<file path="config.mk">
export PLATFORM = sky130hd
export DESIGN_NAME = data_sram_axi_bridge
export DESIGN_NICKNAME = d
export VERILOG_FILES = /design/src/rtl/data_sram_axi_bridge.sv
export SDC_FILE = /design/constraint.sdc
export NUM_CORES = 1
export LEC_CHECK = 0
export BUFFER_PORTS_ARGS = -buffer_cell sky130_fd_sc_hd__buf_2
export CAP_MARGIN = 10
export CORE_UTILIZATION = 43
export CTS_CLUSTER_SIZE = 16
export DETAILED_ROUTE_END_ITERATION = 10
export PLACE_DENSITY_LB_ADDON = 0.15
export SETUP_SLACK_MARGIN = 0.05
export SKIP_CTS_REPAIR_TIMING = 1
export SLEW_MARGIN = 10
export SYNTH_ARGS = -nofsm -noshare
export SYNTH_HDL_FRONTEND = slang
export SYNTH_SLANG_ARGS = --single-unit
</file>
<file path="constraint.sdc">
create_clock -name clk -period 3.4 [get_ports clk]
set_clock_uncertainty 0.2 [all_clocks]
set_input_delay 0.17 -clock clk [delete_from_list [all_inputs] [get_ports clk]]
set_output_delay 0.17 -clock clk [all_outputs]
set_load 0.03 [all_outputs]
</file>
<file path="src/rtl/data_sram_axi_bridge.sv">
// Bridges a single-outstanding core data request onto AXI read/write channels.
// Wait counter flags slow slaves; the transaction still completes normally.
//
// state   | meaning
// IDLE    | waiting for req_en, request latched on accept
// RD_ADDR | arvalid held until arready
// RD_DATA | rready held until rvalid, read data captured
// WR_REQ  | awvalid/wvalid each held until its own handshake
// WR_RESP | bready held until bvalid
// DONE    | one-cycle completion, req_rdata/req_err presented
module data_sram_axi_bridge #(
  parameter logic [15:0] MAX_WAIT = 16'hFFFF
) (
  input  logic        clk,
  input  logic        rst,
  input  logic        req_en,
  input  logic [3:0]  req_wen,
  input  logic [1:0]  req_size,
  input  logic [31:0] req_addr,
  input  logic [31:0] req_wdata,
  output logic [31:0] req_rdata,
  output logic        req_stall,
  output logic        req_err,
  output logic [31:0] araddr,
  output logic [2:0]  arsize,
  output logic        arvalid,
  input  logic        arready,
  input  logic [31:0] rdata,
  input  logic [1:0]  rresp,
  input  logic        rvalid,
  output logic        rready,
  output logic [31:0] awaddr,
  output logic [2:0]  awsize,
  output logic        awvalid,
  input  logic        awready,
  output logic [31:0] wdata,
  output logic [3:0]  wstrb,
  output logic        wlast,
  output logic        wvalid,
  input  logic        wready,
  input  logic [1:0]  bresp,
  input  logic        bvalid,
  output logic        bready
);

  typedef enum logic [2:0] {IDLE, RD_ADDR, RD_DATA, WR_REQ, WR_RESP, DONE} state_t;

  state_t      state;
  logic [31:0] addr_q;
  logic [31:0] wdata_q;
  logic [3:0]  wen_q;
  logic [1:0]  size_q;
  logic [15:0] wait_cnt;
  logic [15:0] wait_inc;
  logic        err_flag;
  logic        aw_pend;
  logic        w_pend;
  logic        timeout;
  logic        busy;
  logic        aw_done;
  logic        w_done;
  logic [1:0]  eff_size;

  assign busy     = (state != IDLE) && (state != DONE);
  assign wait_inc = (wait_cnt == 16'hFFFF) ? wait_cnt : wait_cnt + 16'd1;
  assign timeout  = (MAX_WAIT != 16'd0) && (wait_inc == MAX_WAIT);
  assign aw_done  = !aw_pend || awready;
  assign w_done   = !w_pend || wready;
  assign eff_size = (req_size == 2'd3) ? 2'd2 : req_size;

  // Gated by rst so the stall drops immediately even while the core holds req_en.
  assign req_stall = rst && (((state == IDLE) && req_en) || busy);

  assign arvalid = (state == RD_ADDR);
  assign rready  = (state == RD_DATA);
  assign bready  = (state == WR_RESP);
  assign awvalid = aw_pend;
  assign wvalid  = w_pend;
  assign araddr  = addr_q;
  assign awaddr  = addr_q;
  assign arsize  = {1'b0, size_q};
  assign awsize  = {1'b0, size_q};
  assign wdata   = wdata_q;
  assign wstrb   = wen_q;
  assign wlast   = 1'b1;

  always_ff @(posedge clk or negedge rst) begin
    if (!rst) begin
      state     <= IDLE;
      addr_q    <= '0;
      wdata_q   <= '0;
      wen_q     <= '0;
      size_q    <= '0;
      wait_cnt  <= '0;
      err_flag  <= 1'b0;
      aw_pend   <= 1'b0;
      w_pend    <= 1'b0;
      req_rdata <= '0;
      req_err   <= 1'b0;
    end else begin
      req_err <= 1'b0;
      if (busy) begin
        wait_cnt <= wait_inc;
        if (timeout) err_flag <= 1'b1;
      end
      case (state)
        IDLE: if (req_en) begin
          addr_q   <= req_addr;
          wdata_q  <= req_wdata;
          wen_q    <= req_wen;
          size_q   <= eff_size;
          wait_cnt <= '0;
          err_flag <= 1'b0;
          if (req_wen == 4'd0) begin
            state <= RD_ADDR;
          end else begin
            state   <= WR_REQ;
            aw_pend <= 1'b1;
            w_pend  <= 1'b1;
          end
        end
        RD_ADDR: if (arready) state <= RD_DATA;
        RD_DATA: if (rvalid) begin
          req_rdata <= rdata;
          req_err   <= err_flag || timeout || (rresp != 2'd0);
          state     <= DONE;
        end
        WR_REQ: begin
          if (awready) aw_pend <= 1'b0;
          if (wready)  w_pend  <= 1'b0;
          if (aw_done && w_done) state <= WR_RESP;
        end
        WR_RESP: if (bvalid) begin
          req_err <= err_flag || timeout || (bresp != 2'd0);
          state   <= DONE;
        end
        DONE:    state <= IDLE;
        default: state <= IDLE;
      endcase
    end
  end

endmodule

</file>
==> impl_results.md <==
* Status: finished clean
* RSZ-0062 raised after global routing: no
* Setup Viol. Count Final at 0
* Pint at 0.00461 W
* Die area at roughly 14,000 um^2
* Share of layout cells above drive strength 1 at between 30% and 40%
* FF-to-FF setup slack at slightly above 0.8 ns
* Worst Path Arrival at between 2 and 3 ns
* Hold Vio Cnt, Final at 0
* Drt drc at 0
* Slew @ Worst Pin at slightly below 0.8 ns
* Largest driver fanout on the critical path at 9
* P_sw at about 0.0039 W
* Mapped Avg Cell Area at ~9.6 um^2
* Top cells by area, synth: dfrtp_1 (54%), nand2_1 (14%), mux2_2 (6.7%)
* Global-route wire length before repair at between 20,000 and 25,000 um
* Die Width at 118 um
* CTS Buf Count at 17
* Pwr per Cell Area at 996 nW/um^2
* Most instantiated cells after synthesis: nand2_1 (220), dfrtp_1 (125), buf_4 (38)
* Initial Util at 44.8%
* Root cell of the clock tree: clkbuf_16
* Fillers at just over 1k
* Top cell type's share of synthesized area at 54.4%
* CTS tree: done
* Tmin final at between 2 and 3 ns
* Final slew viol count at 0
* Sw frac at a little under half
* Gate power share at a little under half
* Seq pwr share at 30.2%
* Area of the multi-input gates at approximately 2200 um^2
* Avg Vias per Cell at roughly 5.0
* Post-route cell area at 8590 um^2
* Max cap viols at 0
* Hold Path Class: input port to flop
* Largest net degree at the start of global routing at between 70 and 80
* H-tree levels at 4
* Yosys cell types at between 50 and 60
* Clk_lat worst skew at about 0.42 ns
* Seq/Total Area, Yosys at a little over half
* Starting DRT DRC Count at 400
* Fin Setup TNS at 0 ns
* Longest Clk Path Bufs at 2
* Yosys warns at 0
* GR Overflow Total at 0
* Async S/R FF share, synth at 100%
* Avg WL per Cell at ~15 um
* GPL Wtd Cong at between 0.8 and 0.9
* P_leak at 4.50 nW
* Final HPWL DP at between 10,000 and 15,000 um
* Overall power at between 0.008 and 0.009 W
* IO buf count at 256
* Flops & latches, synth at 125
* Row count at 41
* Post-layout util at approximately two thirds
* Setup CP Type: flop to flop
* Post-layout nets at roughly 1.0k
* Clk network pwr share at 22.9%
* Vias at between 5k and 6k
* Diodes inserted at 0
* Initial antenna violation count at 0
* Minimum hold slack at ~0.00015 ns
* Synth area leader: dfrtp_1
* CORE AREA at roughly 13,000 um^2
* Worst setup EP type: flop
* Worst endpoint required time at 3.50 ns
* Die height at 118 um
* Tcrit/Tclk final at 76.0%
* Top-count cell post-synth: nand2_1
* CP Launch Type: flop
* Mapped Cells at 600
* Fmax at 387 MHz
* Clock Sinks at 125
* Worst vdd ir at 640 uV
* DRT Wirelength at 17,000 um
* Final antenna-violating net count at 0
* IO Count at 260
* Sequential cell area at between 3000 and 4000 um^2
* Post-synth EDFFs at 0
* Ys flop type: dfrtp_1
* Total Routing Usage GR at between 20 and 25%
* Worst slew margin at 47.6%
* Clk slew on worst S/H paths at roughly 0.06 ns
* Synthesized area at 5750 um^2
* DR pass1 iterations at 5
* Number of global-route vias before repair at approximately 4.7k
* Area after DPL at between 6000 and 7000 um^2
* P&R area growth vs syn at 49.5%
final timing paths:
path / end / start / cells after the start
max: wait_cnt[14]$_DFF_PN0_ / wait_cnt[0]$_DFF_PN0_ / 5
min in group asynchronous: araddr[10]$_DFFE_PN0P_ / rst / 2
max reg2reg: wait_cnt[14]$_DFF_PN0_ / wait_cnt[0]$_DFF_PN0_ / 5
min: req_err$_DFF_PN0_ / bresp[0] / 5
min reg2reg: wstrb[0]$_DFFE_PN0P_ / wstrb[0]$_DFFE_PN0P_ / 2
max in group asynchronous: req_rdata[31]$_DFFE_PN0P_ / rst / 3
per-layer routing:
| layer | vias up | GRT usage, % | routed length [um] |
|---|---|---|---|
| met5 | - | 0 | 0 |
| met4 | 0 | 7.37 | 469 |
| met3 | 44 | 7.56 | 1310 |
| met2 | 286 | 37.5 | 8490 |
| met1 | 2652 | 26.3 | 6770 |
| li1 | 2590 | - | - |
registers in the layout, summed over array words and instances, names as in the netlist:
| register | count |
|---|---|
| araddr | 32 |
| req_rdata | 32 |
| wdata | 32 |
| wait_cnt | 16 |
| wstrb | 4 |
| state | 3 |
| size_q | 2 |
| awvalid | 1 |
| err_flag | 1 |
| req_err | 1 |
| wvalid | 1 |
worst max-delay path, cell delays in order, from the launching register on:
cell and delay (ns):
dfrtp_1 0.48, ha_1 0.37, nand4_4 0.23, nor4_4 0.55, nor2_1 0.27, a311oi_1 0.37
cell families (layout without fill, tap and decap cells):
| family | count (synthesis) | after routing | share of synthesized area, % |
|---|---|---|---|
| compound gates | 58 | 58 | 6.73 |
| xor+xnor | 3 | 3 | 0.457 |
| fa+ha+maj | 1 | 1 | 0.218 |
| buf+inv | 77 | 408 | 7.75 |
| flops | 125 | 125 | 54.4 |
| mux | 35 | 35 | 6.84 |
| other cells | 2 | 3 | 0.131 |
| simple gates | 299 | 299 | 23.4 |
per-stage QoR:
stage | std cells | setup WS, ns
6_report | 1104 | 0.815
5_1_grt | 1104 | 0.564
2_1_floorplan | 601 | 1.19
3_3_place_gp | 965 | 0.898
4_1_cts | 997 | 0.782
3_5_place_dp | 965 | 0.797
placed cells by master (no fill, tap or decap), types with 3 or more instances in the layout:
master	count
and4_1	4
nor2_1	23
dfrtp_1	125
nand2_1	219
bufinv_16	4
a211oi_1	3
nand2b_1	4
buf_4	7
clkbuf_16	17
mux2_2	34
nand3_1	7
conb_1	3
clkinvlp_4	3
and3_1	4
buf_2	255
o21ai_0	12
nand4_2	3
nor3_1	9
nor4_1	3
a311oi_1	4
nor4_4	3
a21oi_1	15
inv_1	7
nor2b_1	5
o21ai_1	3
dlygate4sd3_1	107
final cells by class:
cell class | count | area share, %
timing repair buffer | 369 | 27.9
clock inverter | 12 | 2.13
multi-input combinational | 399 | 25.4
inverter | 7 | 0.306
tap | 172 | 2.51
sequential | 125 | 36.4
clock buffer | 20 | 5.32
power groups by stage:
| stage | clock network, W | logic (W) | registers [W] |
|---|---|---|---|
| 6_report | 0.00196 | 0.00401 | 0.00258 |
| 5_1_grt | 0.00206 | 0.00426 | 0.00267 |
| 4_1_cts | 0.00199 | 0.00389 | 0.00257 |
| 3_5_place_dp | 0 | 0.00389 | 0.00258 |
| 3_3_place_gp | 0 | 0.00384 | 0.00255 |
| 2_1_floorplan | 0 | 0.00182 | 0.00367 |
No activity file was read; power rests on OpenSTA's default activity.
